<file path="src/rtl/seg_pkg.sv">
// Shared glyph table, blink phase type and elaboration helpers for the
// seven-segment scanner.
package seg_pkg;

  // Active-high glyphs, bit order {g,f,e,d,c,b,a}.
  localparam logic [6:0] GLYPH_0 = 7'h3F;
  localparam logic [6:0] GLYPH_1 = 7'h06;
  localparam logic [6:0] GLYPH_2 = 7'h5B;
  localparam logic [6:0] GLYPH_3 = 7'h4F;
  localparam logic [6:0] GLYPH_4 = 7'h66;
  localparam logic [6:0] GLYPH_5 = 7'h6D;
  localparam logic [6:0] GLYPH_6 = 7'h7D;
  localparam logic [6:0] GLYPH_7 = 7'h07;
  localparam logic [6:0] GLYPH_8 = 7'h7F;
  localparam logic [6:0] GLYPH_9 = 7'h6F;
  localparam logic [6:0] GLYPH_A = 7'h77;
  localparam logic [6:0] GLYPH_B = 7'h7C;
  localparam logic [6:0] GLYPH_C = 7'h39;
  localparam logic [6:0] GLYPH_D = 7'h5E;
  localparam logic [6:0] GLYPH_E = 7'h79;
  localparam logic [6:0] GLYPH_F = 7'h71;

  // HIDE blanks digits that request blinking.
  typedef enum logic {
    PHASE_SHOW = 1'b0,
    PHASE_HIDE = 1'b1
  } blink_phase_t;

  // Prescaler period in clocks per digit slot.
  function automatic int calc_div(input int clk_hz, input int scan_hz);
    return clk_hz / scan_hz;
  endfunction

  // Slot length must split into 16 equal brightness steps.
  function automatic bit div_ok(input int div);
    return (div >= 16) && ((div % 16) == 0);
  endfunction

  // Register width able to hold 0..n-1 (at least one bit).
  function automatic int width_for(input int n);
    return (n > 1) ? $clog2(n) : 1;
  endfunction

  // Map an active-high "lit" pattern onto pin levels.
  function automatic logic [15:0] to_pins(input logic [15:0] lit, input bit active_low);
    return active_low ? ~lit : lit;
  endfunction

endpackage

</file>
<file path="src/rtl/seg_decode.sv">
// Combinational hex nibble to active-high seven-segment glyph.
module seg_decode
  import seg_pkg::*;
(
  input  logic [3:0] nibble,
  output logic [6:0] segs
);

  // Hex glyph lookup; b and d use the lower-case shapes.
  always_comb begin
    segs = GLYPH_8;
    case (nibble)
      4'h0: segs = GLYPH_0;
      4'h1: segs = GLYPH_1;
      4'h2: segs = GLYPH_2;
      4'h3: segs = GLYPH_3;
      4'h4: segs = GLYPH_4;
      4'h5: segs = GLYPH_5;
      4'h6: segs = GLYPH_6;
      4'h7: segs = GLYPH_7;
      4'h8: segs = GLYPH_8;
      4'h9: segs = GLYPH_9;
      4'hA: segs = GLYPH_A;
      4'hB: segs = GLYPH_B;
      4'hC: segs = GLYPH_C;
      4'hD: segs = GLYPH_D;
      4'hE: segs = GLYPH_E;
      4'hF: segs = GLYPH_F;
      default: segs = GLYPH_8;
    endcase
  end

endmodule

</file>
<file path="src/rtl/seg_scan.sv">
// Multiplexed seven-segment scanner: tear-free per-frame snapshot, guard
// blanking, 16-step PWM brightness, per-digit blink and registered pins.
module seg_scan
  import seg_pkg::*;
#(
  parameter int N_DIGITS     = 8,
  parameter int CLK_HZ       = 10_000_000,
  parameter int SCAN_HZ      = 1000,
  parameter int GUARD        = 1,
  parameter int BLINK_FRAMES = 250,
  parameter int ACTIVE_LOW   = 1
) (
  input  logic                  clock,
  input  logic                  reset,
  input  logic [4*N_DIGITS-1:0] content,
  input  logic [N_DIGITS-1:0]   dp,
  input  logic [N_DIGITS-1:0]   en,
  input  logic [N_DIGITS-1:0]   blink,
  input  logic [3:0]            bright,
  output logic [N_DIGITS-1:0]   an,
  output logic [6:0]            seg,
  output logic                  dp_out,
  output logic                  frame_start
);

  localparam int DIV = calc_div(CLK_HZ, SCAN_HZ);
  localparam int CW  = width_for(DIV);
  localparam int SW  = width_for(N_DIGITS);
  localparam int FW  = width_for(BLINK_FRAMES);

  localparam logic [CW-1:0] CNT_LAST   = CW'(DIV - 1);
  localparam logic [SW-1:0] SEL_LAST   = SW'(N_DIGITS - 1);
  localparam logic [FW-1:0] FRAME_LAST = FW'(BLINK_FRAMES - 1);

  localparam bit                  POL_LOW = (ACTIVE_LOW != 0);
  localparam logic [N_DIGITS-1:0] AN_DARK  = N_DIGITS'(to_pins(16'h0000, POL_LOW));
  localparam logic [6:0]          SEG_DARK = 7'(to_pins(16'h0000, POL_LOW));
  localparam logic                DP_DARK  = POL_LOW;

  if (!div_ok(DIV)) begin : g_bad_div
    $error("seg_scan: CLK_HZ/SCAN_HZ must be a multiple of 16 and at least 16");
  end
  if (GUARD < 0 || GUARD > DIV / 16) begin : g_bad_guard
    $error("seg_scan: GUARD must lie in 0..DIV/16");
  end
  if (BLINK_FRAMES < 1) begin : g_bad_blink
    $error("seg_scan: BLINK_FRAMES must be at least 1");
  end
  if (N_DIGITS < 2 || N_DIGITS > 16) begin : g_bad_digits
    $error("seg_scan: N_DIGITS must lie in 2..16");
  end

  logic [CW-1:0]         cnt_reg;
  logic [SW-1:0]         sel_reg;
  logic [FW-1:0]         frame_reg;
  blink_phase_t          phase_reg;
  logic [4*N_DIGITS-1:0] snap_content_reg;
  logic [N_DIGITS-1:0]   snap_dp_reg;
  logic [N_DIGITS-1:0]   snap_en_reg;
  logic [N_DIGITS-1:0]   snap_blink_reg;
  logic                  frame_start_reg;
  logic [N_DIGITS-1:0]   an_reg;
  logic [6:0]            seg_reg;
  logic                  dp_out_reg;

  logic                  tick;
  logic                  frame_wrap;
  logic [31:0]           cnt_w;
  logic [31:0]           duty_lim;
  logic                  duty_ok;
  logic                  lit;
  logic [6:0]            glyph;
  logic [N_DIGITS-1:0]   one_hot;
  logic [N_DIGITS-1:0]   an_lit;
  logic [6:0]            seg_lit;
  logic                  dp_lit;
  logic [3:0]            snap_nib [N_DIGITS];

  assign tick       = (cnt_reg == CNT_LAST);
  assign frame_wrap = tick && (sel_reg == SEL_LAST);

  for (genvar gi = 0; gi < N_DIGITS; gi++) begin : g_nib
    assign snap_nib[gi] = snap_content_reg[4*gi +: 4];
  end

  seg_decode u_decode (
    .nibble (snap_nib[sel_reg]),
    .segs   (glyph)
  );

  // Brightness window is the first bright/16 of the slot; bright changes
  // take effect immediately since they are not part of the snapshot.
  assign cnt_w    = 32'(cnt_reg);
  assign duty_lim = 32'(bright) * 32'(DIV / 16);
  assign duty_ok  = (bright == 4'hF) || (cnt_w < duty_lim);
  assign lit      = snap_en_reg[sel_reg]
                 && !(snap_blink_reg[sel_reg] && (phase_reg == PHASE_HIDE))
                 && (cnt_w >= 32'(GUARD))
                 && duty_ok;

  assign one_hot = {{(N_DIGITS-1){1'b0}}, 1'b1} << sel_reg;
  assign an_lit  = lit ? one_hot : '0;
  assign seg_lit = lit ? glyph : 7'h00;
  assign dp_lit  = lit && snap_dp_reg[sel_reg];

  // Prescaler, digit select, blink timing and the frame snapshot.
  always_ff @(posedge clock) begin
    if (reset) begin
      cnt_reg          <= '0;
      sel_reg          <= '0;
      frame_reg        <= '0;
      phase_reg        <= PHASE_SHOW;
      snap_content_reg <= '0;
      snap_dp_reg      <= '0;
      snap_en_reg      <= '0;
      snap_blink_reg   <= '0;
      frame_start_reg  <= 1'b0;
    end else begin
      frame_start_reg <= frame_wrap;
      if (tick) begin
        cnt_reg <= '0;
        sel_reg <= (sel_reg == SEL_LAST) ? '0 : sel_reg + SW'(1);
      end else begin
        cnt_reg <= cnt_reg + CW'(1);
      end
      if (frame_wrap) begin
        snap_content_reg <= content;
        snap_dp_reg      <= dp;
        snap_en_reg      <= en;
        snap_blink_reg   <= blink;
        if (frame_reg == FRAME_LAST) begin
          frame_reg <= '0;
          phase_reg <= (phase_reg == PHASE_SHOW) ? PHASE_HIDE : PHASE_SHOW;
        end else begin
          frame_reg <= frame_reg + FW'(1);
        end
      end
    end
  end

  // Pin registers: one clock behind the scan state, polarity applied here.
  always_ff @(posedge clock) begin
    if (reset) begin
      an_reg     <= AN_DARK;
      seg_reg    <= SEG_DARK;
      dp_out_reg <= DP_DARK;
    end else begin
      an_reg     <= N_DIGITS'(to_pins(16'(an_lit), POL_LOW));
      seg_reg    <= 7'(to_pins(16'(seg_lit), POL_LOW));
      dp_out_reg <= 1'(to_pins(16'(dp_lit), POL_LOW));
    end
  end

  assign an          = an_reg;
  assign seg         = seg_reg;
  assign dp_out      = dp_out_reg;
  assign frame_start = frame_start_reg;

endmodule

</file>
<file path="config.mk">
export PLATFORM = sky130hd
export DESIGN_NAME = seg_scan
export DESIGN_NICKNAME = d
export VERILOG_FILES = /design/src/rtl/seg_pkg.sv /design/src/rtl/seg_decode.sv /design/src/rtl/seg_scan.sv
export SDC_FILE = /design/constraint.sdc
export NUM_CORES = 1
export LEC_CHECK = 0
export ABC_AREA = 1
export BUFFER_PORTS_ARGS = -buffer_cell sky130_fd_sc_hd__buf_2
export CORE_ASPECT_RATIO = 0.6
export CORE_MARGIN = 2
export CORE_UTILIZATION = 43
export CTS_BUF_LIST = sky130_fd_sc_hd__clkbuf_16
export DETAILED_ROUTE_END_ITERATION = 8
export HOLD_SLACK_MARGIN = 0.05
export MAX_ROUTING_LAYER = met4
export PLACE_DENSITY = 0.72
export SYNTH_ARGS = -nofsm -noshare
export SYNTH_HDL_FRONTEND = slang
export SYNTH_HIERARCHICAL = 1
export SYNTH_SLANG_ARGS = --single-unit
</file>
<file path="constraint.sdc">
create_clock -name clock -period 5.6 [get_ports clock]
set_input_delay 1.12 -clock clock [delete_from_list [all_inputs] [get_ports clock]]
set_output_delay 1.12 -clock clock [all_outputs]
set_load 0.05 [all_outputs]
</file>
After elaboration in Yosys (flattened, before gate mapping):

Memories as Yosys holds them, arrays and structs flattened.
Cells that the tools add are included.
W data, S select, Z words.

* shift-type cells: 1
* add/sub/neg operators: 3
* order comparisons: 4
* bitwise gates (word level): 4
* reduce and logical (&&, ||, !) cells: 10
* multipliers: 1
* mux-type cells: 14
* equal/unequal tests: 4

Operators by type and width (number)
* $mux W8: 2
* $add A14 B1 Y14 const B: 1
* $eq A14 B14 Y1 const B: 1
* $ge A14 B1 Y1 const B: 1
* $lt A14 B14 Y1: 1
* $mul A4 B10 Y14 const B: 1
* $bmux W4 S3: 1
* $bmux W1 S3: 3
* $add A8 B1 Y8 const B: 1
* $eq A8 B8 Y1 const B: 1
* $mux W4: 2
* $not A8 Y8: 1
* $shl A1 B3 Y8 const A: 1
* $mux W7: 1
* $not A7 Y7: 1
* $logic_and A1 B1 Y1: 6
* $eq A4 B4 Y1 const B: 1
* $ge A4 B4 Y1 const B: 1
* $lt A3 B4 Y1 const B: 1
* $mux W1: 4
* $not A3 Y4: 1
* $add A3 B1 Y3 const B: 1
* $eq A3 B3 Y1 const B: 1
* $mux W3: 1
* other kinds (5): 5

* bits in read-only memories: 112
* memories: 1
* input port bits: 62
* output and inout port bits: 17
* flip-flop bits (word level): 99
* logic and storage cells: 54

Memories
* (no name shown): words 16, width 7, read ports 1, clocked after memory_dff 0, write ports 0, line seg_decode.sv:12 `case (nibble)`

Longest topological paths before layout:

Gate-level depths: netlist of the first run.

* depth in word-level cells: 9
* mapped depth: 21
* gate-level depth less buffers: 20

Cells and area by module:

Netlist of the first run, hierarchy kept.

By module, submodules not included
* seg_scan: instances 1, sequential area each 1981.9 µm², area each 5102.4 µm², cells an instance 731
* seg_decode: instances 1, sequential area each 0.0 µm², area each 307.8 µm², cells an instance 53

Worst setup path before layout of the first run:

No wires, ideal clock.

* path kind: input-to-reg
* from: input port bright[1]
* to: register an_reg[0], in the netlist an[0]
* arrival: 4.231 ns
* library setup time: 0.134 ns
* cell stages on the path: 20
* path buffers: 1
* data required time: 5.466 ns
* slack: 1.235 ns
* path through: inv_1 fa_1 inv_1 ha_1 inv_1 fa_1 o21ai_0 a21oi_1 o21ai_0 nand2_1 ha_1 nand2_1 inv_1 nand2_1 nand2_1 a21oi_1 nand2_1 nand2_1 clkbuf_1 nand3_1

* longest elaborated chain between the ends: 6
* elaborated cells between the ends (all ways): 7
* classes of those cells: mul (1); order compare (1); eq/ne (1); mux (1); bitwise (1); reduce/logical (2)

RTL lines
* start, declared: line seg_scan.sv:19 `input logic [3:0] bright,`
* $mul A4 B10 Y14: line seg_scan.sv:94 `assign duty_lim = 32'(bright) * 32'(DIV / 16);`
* $lt A14 B14 Y1: line seg_scan.sv:95 `assign duty_ok = (bright == 4'hF) || (cnt_w < duty_lim);`
* $logic_or A1 B1 Y1 *: line seg_scan.sv:95
* $logic_and A1 B1 Y1 *: line seg_scan.sv:99 `&& duty_ok;`
* $mux W8 *: line seg_scan.sv:102 `assign an_lit = lit ? one_hot : '0;`
* $not A8 Y8 *: line seg_pkg.sv:46 `return active_low ? ~lit : lit;`
* end signal, assigned: line seg_scan.sv:148 `an_reg <= N_DIGITS'(to_pins(16'(an_lit), POL_LOW));`
* end, declared: line seg_scan.sv:62 `logic [N_DIGITS-1:0] an_reg;`

Every way passes the cells marked *; elsewhere a longest branch is shown, timed or not.
A chain may end at the register's enable or synchronous reset.

Worst setup path after layout of the first run:

* from: input port bright[2]
* to: register an_reg[5], in the netlist an[5]

Same word-level chain as after synthesis.

==> results.cfg, run 1 <==
[final_layout]
nets = 956
fin_util = 0.503
area_growth_syn_to_layout_pct = 13.2
diodes = 0
largest_reg_flops = 32
drive_gt1_frac = 0.136

[yosys]
syn_area_per_cell_sq_um = 6.90
yosysWarningCount = 6
ys_top_cells_by_area = dfxtp_1 (37%), nand2_1 (18%), ha_1 (10%), inv_1 (5.9%), nor2_1 (5.8%)
synth_top_family_by_area = simple AND/OR/NAND/NOR gates
synthXorXnorAreaFrac = 0.0243
synth_fp_nets = 893
synth-simple-area-share = 0.321
postSynthCellCount = 784
synth_area_leader_cell = dfxtp_1
synth_top_area_share = 0.366
synth_compound_area_frac = 0.0772
synthDistinctLibCells = 33
synthesis.area_sq_um = 5410
synthAdderAreaFrac = 0.113
ys_seq_area_frac = 0.366
synthMuxAreaShare = 0
ys_seq_elements = 99

[die]
die_h_microns = 90.9
row_count = 31
fp.dieW_microns = 149
die-area_sq_um = 13500
boundaryPins = 79
initial_core_util = 0.444
coreArea_sq_um = 12200

[route]
wirelength_mm = 12.7
drc = 0
routed_via_density = 4.81
ant_nets = 0
drt_iter0_markers = 408
firstDrtPassIters = 4
num_vias = 4896
wl_per_cell_microns = 12.5

[sta]
drv_slew = 0
setup_violations = 0
setup_tns_ns = 0
fin_crit_sh = 0.814
hold_viol_final = 0
fin_skew_ns = 0.00839
period_needed_ns = 4.56
hold_ws_ns = 0.444
rsz0062_at_grt = no
clock.fmax_ghz = 0.219
maxSlewHeadroom = 0.287
tightest_slew_ns = 1.06

[worst_setup_path]
endpoint_kind = flip-flop
r2r-start = sel_reg[1]
worstPathMaxFanout = 16
ff2ff_setup_slack_ns = 2.31
worst-setup-path-type = input pin to flip-flop
reg2reg_depth = 13
timing.rr.end = seg[3]
cp.required_ns = 5.79
start_kind = input pin
critical_path_arrival_ns = 4.75

[outcome]
status = finished clean

[cts]
clock-sinks = 99
htreeDepth = 3
cts_resized = 0
clockBufferDepth = 2
worstSkewPairLatency_ns = 0.36
cts_tree = done
cts-root-buf = clkbuf_16
postCtsHoldBufs = 0
cts_setup_buffers = 0
cts_buffers = 9
cts.reportedPaths.clkPinSlew_ns = 0.07

[job]
cap_violations = 0

[placed_design]
hpwl_mm = 9.04
place.port_buffers = 78
gp_congestion = 0.903

[grt]
grt.total_usage = 0.200
grt_remaining_overflow = 0
grt_first_pass_wirelength_mm = 21.1
grt_pass1_vias = 4361
antenna_found_initial = 0
grt_max_degree = 59

[worst_hold_path]
hold_end = snap_content_reg[5]
hold_depth = 2
worstHoldPathType = flip-flop to flip-flop
holdCritStartpoint = snap_content_reg[5]

[pwr]
leakagePower_nw = 2.89
p_per_area_nw_per_um2 = 232
irDropWorstVdd_mv = 0.132
==> cell usage in the layout, fill, tap and decap left out, types with 13 or more instances in the layout <==
cell / synthesis / final
nor2_1: 84 / 84
dfxtp_1: 99 / 99
o21ai_0: 43 / 43
inv_1: 85 / 85
ha_1: 44 / 44
nand2_1: 264 / 264
xor2_1: 13 / 13
buf_2: 8 / 78
a21oi_1: 27 / 27
nand3_1: 50 / 50
==> cells in the mapped netlist (all sizes together) <==
library cell  number
fa                 3
clkbuf             9
xnor2              2
nor3               3
xor2              13
a21o               1
nor2              86
buf               18
clkinv             1
or2                3
dfxtp             99
inv               91
a211oi             1
o21ai             43
a31oi              6
nand3             55
ha                44
o21bai             1
nand2            270
a21oi             27
nand4              7
o21a               1
==> metrics by stage <==
step | power, mW | setup slack, ns | instances | instance area [sq um]
floorplan | 0.793 | 1.23 | 784 | 5410
global placement | 0.831 | 0.842 | 1001 | 5840
detailed placement | 0.833 | 0.755 | 1001 | 5840
global route | 1.48 | 0.703 | 1017 | 6120
CTS | 1.43 | 1.12 | 1017 | 6120
finish | 1.42 | 1.04 | 1017 | 6120
==> critical path, stage by stage <==
cell and delay [ns]:
buf_2 0.13, inv_1 0.13, fa_1 0.52, inv_1 0.05
ha_1 0.30, inv_1 0.06, fa_1 0.44, o21ai_0 0.34
a21oi_1 0.15, o21ai_0 0.17, nand2_1 0.07, ha_1 0.27
nand2_1 0.08, inv_1 0.04, nand2_1 0.05, nand2_1 0.04
a21oi_1 0.11, nand2_1 0.08, nand2_1 0.40, nand3_1 0.17
==> final cells by class <==
cell class / instances / area, sq um
clock buffers: 9 / 225
fillers: 1223 / 6050
multi-input cells: 566 / 2900
inverters: 92 / 353
flip-flops and latches: 99 / 1980
clock inverters: 7 / 61.3
well taps: 165 / 206
repair buffers: 79 / 398
==> power by group <==
part | internal, mW | switching (mW)
Clock | 0.309 | 0.295
Combinational | 0.0465 | 0.0633
Sequential | 0.705 | 0.00257
Total | 1.06 | 0.361
==> layer usage <==
| layer | GRT usage | share of wire | routed length, microns |
|---|---|---|---|
| met4 | 0.0500 | 0.0067 | 85 |
| met5 | - | 0 | 0 |
| met1 | 0.312 | 0.55 | 6930 |
| met2 | 0.253 | 0.37 | 4740 |
| met3 | 0.0434 | 0.073 | 920 |
==> worst max-delay path by stage <==
stage          endpoint  slack, ns       from
6_report          an[5]       1.04  bright[2]
5_1_grt           an[6]       0.70  bright[2]
4_1_cts           an[5]       1.12  bright[2]
3_5_place_dp      an[5]       0.75  bright[2]
3_3_place_gp     seg[0]       0.84  bright[2]
2_1_floorplan     an[0]       1.23  bright[1]
==> cells by family (layout without fill, tap and decap cells) <==
group	after synthesis	count (layout)
buf+inv	119	187
simple gates	424	424
compound gates	80	80
xor+xnor	15	15
flops	99	99
fa+ha+maj	47	47
Note: power is estimated with default switching activity, not from simulation.
==> inputs of run 2 (changes only) <==
Settings changed: PLACE_DENSITY 0.72 to 0.74.
Clock period 5.6 ns to 3.7 ns, I/O delays scaled along.
==> results.cfg, run 2 (synthesis results as in run 1) <==
[final_layout]
drive_gt1_frac = 0.159
diodes = 0
largest_reg_flops = 32
multiInputGateArea_sq_um = 2910
seq_area_sq_um = 1980
nets = 977
fin_area_sq_um = 6290
fillers = 1225
area_growth_syn_to_layout_pct = 16.3
final_common_cell = nand2_1
mostFrequentLayoutCells = nand2_1 (263), dfxtp_1 (99), inv_1 (85), nor2_1 (84), buf_2 (78)

[cts]
clockBufferDepth = 2
cts_tree = done
cts-root-buf = clkbuf_16
cts_buffers = 9
cts.reportedPaths.clkPinSlew_ns = 0.07
worstSkewPairLatency_ns = 0.35
htreeDepth = 3
clock-sinks = 99

[sta]
fin_crit_sh = 0.926
rsz0062_at_grt = no
period_needed_ns = 3.43
hold_ws_ns = 0.450
drv_slew = 0
fin_skew_ns = 0.0109
tightest_slew_ns = 0.733
setup_tns_ns = 0
setup_violations = 0
clock.fmax_ghz = 0.292
maxSlewHeadroom = 0.510
hold_viol_final = 0

[route]
firstDrtPassIters = 5
routed_via_density = 4.77
wirelength_mm = 12.6
ant_nets = 0
num_vias = 4956
drc = 0
wl_per_cell_microns = 12.2
drt_iter0_markers = 351

[pwr]
comb_power_share = 0.086
leakagePower_nw = 3.00
p_int_mw = 1.61
irDropWorstVdd_mv = 0.210
p_per_area_nw_per_um2 = 339
seqPwrFrac = 0.502
power.share.clock = 0.411
switchingPower_mw = 0.522
sw_frac_of_total = 0.245
design_power_total_mw = 2.13

[die]
initial_core_util = 0.444
fp.dieW_microns = 149
die_h_microns = 90.9
row_count = 31
die-area_sq_um = 13500
coreArea_sq_um = 12200
boundaryPins = 79

[worst_setup_path]
crit_slowest_cell = fa_1
worst-setup-path-type = input pin to flip-flop
cpMostUsedCell = ha_1
reg2reg_depth = 14
worstPathMaxFanout = 16
cp.required_ns = 3.88
slowest_delay_ns = 0.53
critical_path_arrival_ns = 3.61
start_kind = input pin
crit_path_cell_trace = buf_2 -> inv_1 -> fa_1 -> inv_1 -> ha_1 -> buf_4 -> ha_1 -> a21o_1 -> a31oi_1 -> xor2_1 -> ha_1 -> a21oi_1 -> nand2_1 -> a21oi_1 -> nand2_1 -> nand2_2 -> buf_12 -> nand3_1
endpoint_kind = flip-flop

[grt]
grt_pass1_vias = 4367
antenna_found_initial = 0
grt_first_pass_wirelength_mm = 20.8
grt_max_degree = 37
grt.total_usage = 0.196
grt_remaining_overflow = 0

[outcome]
status = finished clean

[placed_design]
place.port_buffers = 78
placed_area_sq_um = 6020
hpwl_mm = 9.51
gp_congestion = 0.918

[worst_hold_path]
hold_depth = 2
worstHoldPathType = flip-flop to flip-flop

[job]
cap_violations = 0
==> run 2: power by group through the flow <==
stage | combinational (mW) | clock [mW] | sequential (mW)
2_1_floorplan | 0.108 | 0 | 1.09
3_3_place_gp | 0.181 | 0 | 1.10
3_5_place_dp | 0.183 | 0 | 1.10
4_1_cts | 0.184 | 0.890 | 1.07
5_1_grt | 0.211 | 0.924 | 1.07
6_report | 0.184 | 0.877 | 1.07
==> run 2: metrics by stage <==
| step | util | std cells | worst slack (ns) |
|---|---|---|---|
| finish | 0.517 | 1038 | 0.275 |
| global route | 0.517 | 1038 | 0.00765 |
| CTS | 0.517 | 1038 | 0.225 |
| detailed placement | 0.494 | 1022 | -0.127 |
| global placement | 0.494 | 1022 | -0.0633 |
| floorplan | - | 784 | 0.0651 |
==> run 2: repair_timing <==
item	4_1_cts	5_1_grt
buffers inserted	0	0
gates resized for setup	0	1
hold buffers	0	0
setup endpoints to repair	0	16
==> run 2: layer usage <==
layer  wire length (microns)  share of wire  GRT usage
met1                    6900           0.55      0.299
met2                    4770           0.38      0.258
met4                     129          0.010     0.0468
met5                       0              0          -
met3                     823          0.065     0.0404
==> run 2: layout make-up <==
cell class	count	share of cell area
inverter	92	0.0561
tap	165	0.0328
sequential	99	0.315
multi-input combinational	566	0.462
clock buffer	9	0.0358
timing repair buffer	100	0.0903
clock inverter	7	0.00815
==> run 2: critical path, delay by kind of cell <==
kind	cells	cell delay, ns
buffers and inverters	5	0.47
adders and majority gates	4	1.27
xor gates and xnor gates	1	0.17
AOI/OAI and AO/OA	4	0.63
and+or+nand+nor	4	0.31
==> run 2: final timing paths <==
check	startpoint	end	slack, ns
worst max-delay path	bright[1]	an[1]	0.27
worst min register to register	snap_content_reg[19]	snap_content_reg[19]	0.45
worst min-delay path	snap_content_reg[19]	snap_content_reg[19]	0.45
worst max register to register	sel_reg[0]	seg[3]	1.02
==> inputs of run 3 (changes only) <==
==> constraint.sdc (replaced) <==
create_clock -name clock -period 3.7 [get_ports clock]
set_input_delay 0.185 -clock clock [delete_from_list [all_inputs] [get_ports clock]]
set_output_delay 0.185 -clock clock [all_outputs]
set_load 0.05 [all_outputs]
==> results.cfg, run 3 (synthesis results as in run 1) <==
[outcome]
status = finished clean

[grt]
grt_max_degree = 59
grt.total_usage = 0.214
grt_remaining_overflow = 0
grt_pass1_vias = 4787
grt_first_pass_wirelength_mm = 22.9
antenna_found_initial = 0

[final_layout]
area_growth_syn_to_layout_pct = 22.8
fillers = 1205
drive_gt1_frac = 0.138
largest_reg_flops = 32
nets = 1004
diodes = 0
mostFrequentLayoutCells = nand2_1 (264), dfxtp_1 (99), inv_1 (86), nor2_1 (84), buf_2 (78)
final_common_cell = nand2_1
fin_area_sq_um = 6650

[pwr]
irDropWorstVdd_mv = 0.265
leakagePower_nw = 3.14
p_per_area_nw_per_um2 = 348

[placed_design]
placed_area_sq_um = 5910
gp_congestion = 0.891
hpwl_mm = 9.21
place.port_buffers = 78

[worst_setup_path]
ff2ff_setup_slack_ns = 0.76
endpoint = an[3]
cp-startpoint = bright[2]
cp.required_ns = 3.88
start_kind = input pin
worstPathMaxFanout = 16
endpoint_kind = flip-flop
worst-setup-path-type = input pin to flip-flop
cp_top_family = adder cells
r2r-start = sel_reg[0]
timing.rr.end = seg[3]
crit_path_cell_trace = buf_2 -> inv_1 -> fa_1 -> inv_1 -> ha_1 -> inv_1 -> fa_1 -> o21ai_0 -> a21oi_1 -> o21ai_0 -> nand2_1 -> ha_1 -> nand2_1 -> inv_1 -> nand2_1 -> nand2_1 -> a21oi_1 -> nand2_1 -> nand2_1 -> buf_12 -> nand3_1
critical_path_arrival_ns = 3.50
cp.buffers_inverters = 6
reg2reg_depth = 14
crit_slowest_cell = fa_1
cp.depth = 21
slowest_delay_ns = 0.52
cpMostUsedCell = nand2_1

[die]
die-area_sq_um = 13500
coreArea_sq_um = 12200
initial_core_util = 0.444
boundaryPins = 79
fp.dieW_microns = 149
die_h_microns = 90.9
row_count = 31

[route]
firstDrtPassIters = 6
routed_via_density = 4.77
drc = 0
wl_per_cell_microns = 12.6
drt_iter0_markers = 337
ant_nets = 0
wirelength_mm = 13.4
num_vias = 5080

[sta]
maxSlewHeadroom = 0.390
rsz0062_at_grt = no
tightest_slew_ns = 0.913
hold_viol_final = 0
fin_crit_sh = 0.896
setup_tns_ns = 0
setup_violations = 0
fin_skew_ns = 0.00986
period_needed_ns = 3.31
clock.fmax_ghz = 0.302
drv_slew = 0

[cts]
htreeDepth = 3
cts_buffers = 9
cts_tree = done
worstSkewPairLatency_ns = 0.35
clock-sinks = 99
cts.reportedPaths.clkPinSlew_ns = 0.07
clockBufferDepth = 2
cts-root-buf = clkbuf_16

[worst_hold_path]
worstHoldPathType = input pin to flip-flop

[job]
cap_violations = 0
==> run 3: changes by cell type in the layout (fill, tap and decap cells not counted), sizes merged <==
cell,delta
bufinv,+2
dlygate4sd3,+40
inv,+2
clkinv,-4
buf,-13
==> run 3: how the worst min path moves through the flow <==
| stage | startpoint | endpoint | slack (ns) | cells after the start |
|---|---|---|---|---|
| global placement | content[21] | snap_content_reg[21] | 0.38 | 3 |
| finish | blink[2] | snap_blink_reg[2] | 0.06 | 3 |
| detailed placement | content[21] | snap_content_reg[21] | 0.38 | 3 |
| global route | content[27] | snap_content_reg[27] | 0.06 | 3 |
| floorplan | content[12] | snap_content_reg[12] | 0.30 | 2 |
| CTS | en[3] | snap_en_reg[3] | 0.05 | 3 |
==> run 3: worst min-delay path, stage by stage <==
cell     delay [ns]
buf_2          0.08
nand2_1        0.04
o21ai_0        0.06
==> run 3: cell type report <==
class	instances	area [sq um]	area share
inverters	92	353	0.0531
clock inverters	7	109	0.0164
flip-flops and latches	99	1980	0.298
multi-input cells	566	2900	0.436
well taps	165	206	0.0311
repair buffers	127	871	0.131
clock buffers	9	225	0.0339
==> run 3: through the flow <==
stage / util / hold slack, ns / setup WS [ns] / total power, mW / cells
2_1_floorplan: - / 0.295 / 0.270 / 1.20 / 784
3_3_place_gp: 0.485 / 0.382 / 0.164 / 1.26 / 1009
3_5_place_dp: 0.485 / 0.381 / 0.0804 / 1.26 / 1009
4_1_cts: 0.546 / 0.0503 / 0.424 / 2.33 / 1065
5_1_grt: 0.546 / 0.0580 / 0.153 / 2.40 / 1065
6_report: 0.546 / 0.0582 / 0.387 / 2.31 / 1065
==> run 3: what timing repair did <==
action,4_1_cts,5_1_grt
gates resized for setup,0,0
hold buffers,40,0
setup buffers,0,0
endpoints found under the hold margin,40,0
==> run 3: per-layer routing <==
layer / global-route usage / wire [microns] / vias to the layer above / share of wire
met1: 0.315 / 7070 / 2234 / 0.53
li1: - / - / 2672 / -
met2: 0.299 / 5310 / 154 / 0.40
met5: - / 0 / - / 0
met3: 0.0409 / 803 / 20 / 0.060
met4: 0.0532 / 219 / 0 / 0.016
==> run 3: power breakdown <==
| group | internal [mW] | switching, mW |
|---|---|---|
| combinational | 0.100 | 0.102 |
| sequential | 1.07 | 0.00390 |
| clock | 0.606 | 0.430 |
| total | 1.77 | 0.537 |
